==> config.mk <==
export PLATFORM = sky130hd
export DESIGN_NAME = vga_input_conditioner
export DESIGN_NICKNAME = d
export VERILOG_FILES = /design/src/rtl/vga_pkg.sv /design/src/rtl/vga_debounce_bit.sv /design/src/rtl/vga_input_conditioner.sv
export SDC_FILE = /design/constraint.sdc
export NUM_CORES = 1
export LEC_CHECK = 0
export CORE_MARGIN = 2
export CORE_UTILIZATION = 36
export DETAILED_ROUTE_END_ITERATION = 12
export PLACE_DENSITY_LB_ADDON = 0.2
export SKIP_CTS_REPAIR_TIMING = 1
export SYNTH_ARGS = -nofsm -noshare
export SYNTH_HDL_FRONTEND = slang
export SYNTH_SLANG_ARGS = --single-unit
==> constraint.sdc <==
create_clock -name clk -period 6.3 [get_ports clk]
set_input_delay 1.26 -clock clk [delete_from_list [all_inputs] [get_ports clk]]
set_output_delay 1.26 -clock clk [all_outputs]
set_load 0.02 [all_outputs]
==> src/rtl/vga_pkg.sv <==
// -----------------------------------------------------------------------------
// vga_pkg
//   Shared definitions for the VGA control path: speed and palette codes, the
//   pin positions of each control field inside ui_in, the frame-latched
//   control bundle, and a helper that slices those fields out of the
//   debounced pin vector.
// -----------------------------------------------------------------------------
package vga_pkg;

  typedef enum logic [1:0] {
    SPD_NORMAL = 2'd0,
    SPD_FAST   = 2'd1,
    SPD_SLOW   = 2'd2,
    SPD_PAUSE  = 2'd3
  } speed_e;

  typedef enum logic [1:0] {
    PAL_CLASSIC = 2'd0,
    PAL_CYBER   = 2'd1,
    PAL_FOREST  = 2'd2,
    PAL_MONO    = 2'd3
  } palette_e;

  // Positions of the control fields inside the conditioned pin vector.
  localparam int SPEED_LSB    = 0;
  localparam int SPEED_W      = 2;
  localparam int PALETTE_LSB  = 2;
  localparam int PALETTE_W    = 2;
  localparam int SCANLINE_BIT = 4;
  localparam int CTRL_PINS    = SCANLINE_BIT + 1;

  typedef struct packed {
    logic     scanline_off;
    palette_e palette;
    speed_e   speed;
  } ctrl_t;

  function automatic ctrl_t ctrl_from_pins(input logic [CTRL_PINS-1:0] pins);
    ctrl_t c;
    c.speed        = speed_e'(pins[SPEED_LSB +: SPEED_W]);
    c.palette      = palette_e'(pins[PALETTE_LSB +: PALETTE_W]);
    c.scanline_off = pins[SCANLINE_BIT];
    return c;
  endfunction

endpackage : vga_pkg

==> src/rtl/vga_debounce_bit.sv <==
// -----------------------------------------------------------------------------
// vga_debounce_bit
//   Conditions one asynchronous pin: 2-flop synchroniser, stability counter,
//   accepted-level flop and a registered rising-edge pulse.
//
//   Ports
//     clk       in  pixel clock
//     reset     in  asynchronous, active-high reset
//     raw_i     in  asynchronous pin level
//     stable_o  out debounced level
//     rise_o    out one-cycle pulse, the cycle after stable_o goes 0->1
//
//   A new level is accepted only after it has been seen at the synchroniser
//   output for DEBOUNCE_CYCLES consecutive cycles; any shorter excursion just
//   returns the counter to 0.
// -----------------------------------------------------------------------------
module vga_debounce_bit #(
  parameter int DEBOUNCE_CYCLES = 65536,
  parameter int CNT_W           = 16
) (
  input  logic clk,
  input  logic reset,
  input  logic raw_i,
  output logic stable_o,
  output logic rise_o
);

  localparam logic [CNT_W-1:0] CNT_MAX = CNT_W'(DEBOUNCE_CYCLES - 1);

  logic             s1_q;
  logic             s2_q;
  logic [CNT_W-1:0] cnt_q;
  logic [CNT_W-1:0] cnt_d;
  logic             stable_q;
  logic             stable_d;
  logic             stable_dly_q;
  logic             rise_q;
  logic             rise_d;

  // NOTE: combinational blocks assign a default to every output first, so no
  // path can leave a signal unassigned and infer a latch.
  always_comb begin
    cnt_d    = cnt_q;
    stable_d = stable_q;
    if (s2_q == stable_q) begin
      cnt_d = '0;
    end else if (cnt_q == CNT_MAX) begin
      stable_d = s2_q;
      cnt_d    = '0;
    end else begin
      cnt_d = cnt_q + CNT_W'(1);
    end
  end

  // stable_dly_q holds last cycle's level, so the pulse lands one cycle
  // after the accepted level rises and never on a fall.
  assign rise_d = stable_q & ~stable_dly_q;

  // NOTE: sequential state is updated with non-blocking assignments so every
  // flop samples pre-edge values; this is what keeps s1 -> s2 a true 2-stage
  // chain rather than collapsing into one flop.
  always_ff @(posedge clk or posedge reset) begin
    if (reset) begin
      s1_q         <= 1'b0;
      s2_q         <= 1'b0;
      cnt_q        <= '0;
      stable_q     <= 1'b0;
      stable_dly_q <= 1'b0;
      rise_q       <= 1'b0;
    end else begin
      // Synchroniser: nothing may sit between s1 and s2.
      s1_q         <= raw_i;
      s2_q         <= s1_q;
      cnt_q        <= cnt_d;
      stable_q     <= stable_d;
      stable_dly_q <= stable_q;
      rise_q       <= rise_d;
    end
  end

  assign stable_o = stable_q;
  assign rise_o   = rise_q;

endmodule : vga_debounce_bit

==> src/rtl/vga_input_conditioner.sv <==
// -----------------------------------------------------------------------------
// vga_input_conditioner
//   Upstream stage of the VGA pixel/animation logic. Debounces every ui_in
//   pin, produces rising-edge pulses, and latches the speed / palette /
//   scanline fields only at frame start so a change never tears mid-frame.
//
//   Ports
//     clk                in  pixel clock
//     reset              in  asynchronous, active-high reset
//     raw_in[N_IN]       in  asynchronous pin levels
//     frame_start        in  1-cycle pulse on the vsync rising edge
//     stable_out[N_IN]   out debounced levels
//     rise_pulse[N_IN]   out 1-cycle pulse after stable_out[i] rises
//     ctrl_speed[2]      out frame-latched stable_out[1:0]
//     ctrl_palette[2]    out frame-latched stable_out[3:2]
//     ctrl_scanline_off  out frame-latched stable_out[4]
//     ctrl_pause         out pause latch
//
//   Build option
//     VGA_PAUSE_TOGGLE_EN  when defined, pin TOGGLE_BIT is a momentary pause
//                          button: presses are collected during a frame and
//                          toggle ctrl_pause once at the next frame_start.
//                          When undefined, ctrl_pause is tied to 0.
// -----------------------------------------------------------------------------
module vga_input_conditioner
  import vga_pkg::*;
#(
  parameter int N_IN            = 8,
  parameter int DEBOUNCE_CYCLES = 65536,
  parameter int CNT_W           = 16,
  parameter int TOGGLE_BIT      = 7
) (
  input  logic            clk,
  input  logic            reset,
  input  logic [N_IN-1:0] raw_in,
  input  logic            frame_start,
  output logic [N_IN-1:0] stable_out,
  output logic [N_IN-1:0] rise_pulse,
  output logic [1:0]      ctrl_speed,
  output logic [1:0]      ctrl_palette,
  output logic            ctrl_scanline_off,
  output logic            ctrl_pause
);

  // Elaboration-time guard against parameter sets the logic cannot honour.
  if (N_IN < CTRL_PINS || TOGGLE_BIT >= N_IN || DEBOUNCE_CYCLES < 2 ||
      (2 ** CNT_W) < DEBOUNCE_CYCLES) begin : g_bad_params
    $error("vga_input_conditioner: illegal parameter combination");
  end

  for (genvar i = 0; i < N_IN; i++) begin : g_pin
    vga_debounce_bit #(
      .DEBOUNCE_CYCLES (DEBOUNCE_CYCLES),
      .CNT_W           (CNT_W)
    ) u_debounce (
      .clk      (clk),
      .reset    (reset),
      .raw_i    (raw_in[i]),
      .stable_o (stable_out[i]),
      .rise_o   (rise_pulse[i])
    );
  end

  // Frame latch: samples the registered stable_out, so a level that flips on
  // the same edge as frame_start is captured as its old value and the new one
  // is only picked up at the following frame_start.
  ctrl_t ctrl_q;
  ctrl_t ctrl_d;

  always_comb begin
    ctrl_d = ctrl_q;
    if (frame_start) begin
      ctrl_d = ctrl_from_pins(stable_out[CTRL_PINS-1:0]);
    end
  end

  always_ff @(posedge clk or posedge reset) begin
    if (reset) begin
      ctrl_q <= '0;
    end else begin
      ctrl_q <= ctrl_d;
    end
  end

  assign ctrl_speed        = ctrl_q.speed;
  assign ctrl_palette      = ctrl_q.palette;
  assign ctrl_scanline_off = ctrl_q.scanline_off;

`ifdef VGA_PAUSE_TOGGLE_EN
  // pending_q remembers "at least one press this frame"; extra presses merge.
  // A press arriving on the frame_start edge itself reloads pending so it
  // counts toward the next frame rather than being lost.
  logic pending_q;
  logic pending_d;
  logic pause_q;
  logic pause_d;

  always_comb begin
    pending_d = pending_q | rise_pulse[TOGGLE_BIT];
    pause_d   = pause_q;
    if (frame_start) begin
      pause_d   = pause_q ^ pending_q;
      pending_d = rise_pulse[TOGGLE_BIT];
    end
  end

  always_ff @(posedge clk or posedge reset) begin
    if (reset) begin
      pending_q <= 1'b0;
      pause_q   <= 1'b0;
    end else begin
      pending_q <= pending_d;
      pause_q   <= pause_d;
    end
  end

  assign ctrl_pause = pause_q;
`else
  assign ctrl_pause = 1'b0;
`endif

endmodule : vga_input_conditioner

* After elaboration in Yosys (flattened, before gate mapping) *
Index checks and enable logic that the tools add are counted.

word-level totals
  input bits = 11
  register bits = 173

operators by class
  bitwise logic cells = 24
  multiplexer cells = 16
  reduce and logical (&&, ||, !) cells = 8
  $add $sub $neg = 8
  eq/ne operators = 16

operators with widths
  kind                                            number
  two-way mux 16 bit                              16
  adder 16 x 1 -> 16 bit (second input constant)  8
  equality test 16 bit (second input constant)    8
  NOT 1 bit                                       16
  AND reduction 2 bit                             8
  AND 1 bit                                       8
  equality test 1 bit                             8

* Longest topological paths before layout *
  word-level depth = 3
  gate-level depth with buffers = 7

* Cells and area by module *
A second synthesis with hierarchy kept.

unflattened totals
  cells, all modules = 725
  area, all modules = 7533.5 sq um

by module, submodules not included
  module                 seq. area each (sq um)  cells an instance  instances  area each (sq um)
  vga_debounce_bit       525.5                   89                 8          917.1
  vga_input_conditioner  125.1                   13                 1          196.4

* Least setup slack after synthesis *
No wires, ideal clock.

  path type = reg2out
  from = register g_pin[4].u_debounce.stable_q
  to = output stable_out[4]
  setup slack = 4479 ps
  stages on the path, launching flop included = 2
  arrival time = 561 ps
  path buffers = 1
  cells stage by stage = dfrtp_1 buf_4

RTL lines
  what                    RTL line                     text
  from (decl)             vga_debounce_bit.sv:34       logic stable_q;
  from (signal assigned)  vga_debounce_bit.sv:75       stable_q <= stable_d;
  to (decl)               vga_input_conditioner.sv:37  output logic [N_IN-1:0] stable_out,

No word-level cell between the ends.

* Worst setup path in the final report *
  from = register g_pin[0].u_debounce.stable_q
  to = output stable_out[0]

RTL lines
  what                    RTL line
  from (decl)             vga_debounce_bit.sv:34
  from (signal assigned)  vga_debounce_bit.sv:75

No word-level cell between the ends.

==> flow_summary.json <==
{
  "synth_area_per_cell_um2": 10.7,
  "crit_path_cell_trace": "clkdlybuf4s50_1",
  "groute.layer.met3.usage": 0.0318,
  "use_met2": 0.205,
  "wl_per_cell_um": 12.7,
  "grt_util_met1": 0.167,
  "timing.max_slew.rel_slack": 0.344,
  "achievable-frequency_ghz": 0.360,
  "final_core_utilization": 0.415,
  "clock_sinks": 173,
  "standard_cell_core_area_um2": 21000,
  "worst-endpoint-arrival_ns": 1.52,
  "clock_tree_from_tritoncts": "done",
  "dieWidth_um": 150,
  "final_max_slew_viol_count": 0,
  "layout.cells.most_common_list": "dfrtp_1 (173), nor2_1 (135), xnor2_1 (74), nand3_1 (49), xor2_1 (34)",
  "num_rows": 53,
  "critical-path-top-delay-family": "buffers and inverters",
  "hpwlAfterDp_um": 8880,
  "synth_nets": 743,
  "synthesis.area_um2": 7720,
  "setup-violations-final": 0,
  "finalClockSkew_ns": 0.00960,
  "synth_largest_area_cell": "dfrtp_1",
  "grt_antenna_before_repair": 0,
  "port_buffers": 31,
  "layout-drive-gt1-share": 0.0845,
  "number_of_global_route_vias_before_repair": 5012,
  "wire_length_of_the_first_global_routing_pass_um": 23200,
  "outcome": "completed",
  "finalPower_uw": 2170,
  "drtAntennaViolNets": 0,
  "rsz_0062_raised_after_global_routing": "false",
  "crit_required_ns": 5.04,
  "final.setup.tns_ns": 0,
  "final_min_period_over_clock_period": 0.441,
  "cts_made_buffers": 17,
  "clock_latency_ns": 0.42,
  "end_kind": "primary output",
  "whs_ns": 0.348,
  "count_of_mapped_cells_out_of_synthesis": 724,
  "critical_path.startpoint_type": "register",
  "global_route.usage.total": 0.127,
  "die_h_um": 150,
  "clkTransAtPathRegs_ns": 0.06,
  "synth_flop_cell": "dfrtp_1",
  "gpl.final_weighted_congestion": 0.762,
  "total_power_density_per_cell_area_nw_per_um2": 248,
  "cts.htree.levels": 4,
  "number_of_remaining_drc_errors": 0,
  "final_nets": 765,
  "worstPathBufferInverterCount": 1,
  "critPathMaxStageDelay_ns": 0.65,
  "start_util": 0.367,
  "regToRegSetupSlack_ns": 4.30,
  "number_of_buffers_between_clock_root_and_the_deepest_sink": 2,
  "antenna_cells": 0,
  "synth.distinct_cells": 41,
  "power.ir.vdd_worst_mv": 0.171,
  "netlist.area_leader.share": 0.561,
  "floorplan.io_pins": 33,
  "die_footprint_um2": 22600,
  "crit_slowest_cell": "clkdlybuf4s50_1",
  "detail_route.first_pass.iterations": 4,
  "drt_first_iter_violations": 210,
  "ys_top_cells_by_area": "dfrtp_1 (56%), xnor2_1 (8.4%), nor2_1 (6.6%), xor2_1 (3.9%), nand3_1 (3.2%)",
  "worst-path-max-fanout": 6,
  "tightest_slew_ns": 0.982,
  "via_count": 5015,
  "seq_area_frac_synth": 0.561,
  "hold_path_class": "reg -> reg",
  "layout.cells.most_common": "dfrtp_1",
  "detail_route.vias_per_cell": 4.86,
  "cap_viol_max_count": 0,
  "synth-warning-count": 0,
  "clk_root_buffer_cell": "clkbuf_16",
  "grt_busiest_layer": "met2",
  "setup.worst_path.class": "reg -> out",
  "fin_crit_ns": 2.78,
  "synthToLayoutAreaGrowth_pct": 13.1,
  "postSynthRegisterBits": 173,
  "routed_wl_um": 13100,
  "grt_overflow_total": 0,
  "leakagePower_uw": 0.00367,
  "layout.filler_cells": 1972,
  "grt_max_degree": 79,
  "synth-async-reset-ratio": 1.00,
  "synth_edf_count": 0,
  "finalHoldViolations": 0
}
## metrics by stage
stage	cell area, um^2	std cells	setup slack, ns
floorplan	7720	724	0.352
global placement	8190	1002	3.34
detailed placement	8190	1002	3.29
CTS	8730	1032	3.49
global route	8730	1032	3.45
finish	8730	1032	3.52
## metal layers
metal,vias to the layer above,wire length (um)
li1,2462,-
met1,2502,6370
met2,37,6270
met3,14,277
met4,0,170
met5,-,0
## cell usage after synthesis, types with 2 or more instances
library cell,count
dfrtp_1,173
nor2_1,135
xnor2_1,74
nand3_1,49
xor2_1,34
nand2_1,28
nand4_1,25
nor3_1,25
inv_1,23
and3_1,18
buf_4,17
mux2_2,14
nor4_1,13
a21oi_1,10
nor2b_1,9
o21ai_0,9
or3_1,9
buf_2,8
ha_1,8
and4_1,7
a31o_2,5
and2_1,4
nand4_2,4
or2_2,4
buf_6,2
clkbuf_1,2
## cell families (layout without fill, tap and decap cells)
logic type	count (synthesis)	in the layout	synth area share
AND/OR/NAND/NOR	337	337	0.219
flip-flops	173	173	0.561
XOR/XNOR	108	108	0.123
buffers and inverters	53	86	0.0374
AO/OA/AOI/OAI	30	30	0.0264
multiplexers	14	14	0.0204
adder cells (fa/ha/maj)	8	8	0.0130
other	1	1	0.000486
## final timing paths
path	from	to	depth (start not counted)
setup / recovery	g_pin[0].u_debounce.stable_o	stable_out[0]	1
hold / removal	g_pin[6].u_debounce.s1_q	g_pin[6].u_debounce.s2_q	0
setup reg to reg	g_pin[7].u_debounce.cnt_q[3]	g_pin[7].u_debounce.cnt_q[4]	4
hold reg to reg	g_pin[6].u_debounce.s1_q	g_pin[6].u_debounce.s2_q	0
max in group asynchronous	reset	g_pin[6].u_debounce.cnt_q[8]	3
min in group asynchronous	reset	g_pin[2].u_debounce.rise_o	2
## final cells by class
type / count / area (um^2) / area share
clock buffer: 25 / 505 / 0.0579
clock inverter: 5 / 33.8 / 0.00387
inverter: 23 / 91.3 / 0.0105
multi-input combinational: 498 / 3100 / 0.355
sequential: 173 / 4330 / 0.496
tap: 275 / 344 / 0.0394
timing repair buffer: 33 / 325 / 0.0373
## power by group
| group | internal (uW) | leakage [uW] | switching (uW) |
|---|---|---|---|
| logic | 22.9 | 0.00105 | 49.2 |
| clock network | 552 | 0.000261 | 399 |
| registers | 1130 | 0.00236 | 16.0 |
| total | 1700 | 0.00367 | 465 |
## flip-flops by register name (all words and copies together) (netlist names)
name                           count
ctrl_speed                         2
g_pin.u_debounce.s2_q              8
g_pin.u_debounce.rise_o            8
ctrl_scanline_off                  1
ctrl_palette                       2
g_pin.u_debounce.stable_dly_q      8
g_pin.u_debounce.stable_o          8
g_pin.u_debounce.s1_q              8
g_pin.u_debounce.cnt_q           128
Note: power is estimated with default switching activity, not from simulation.
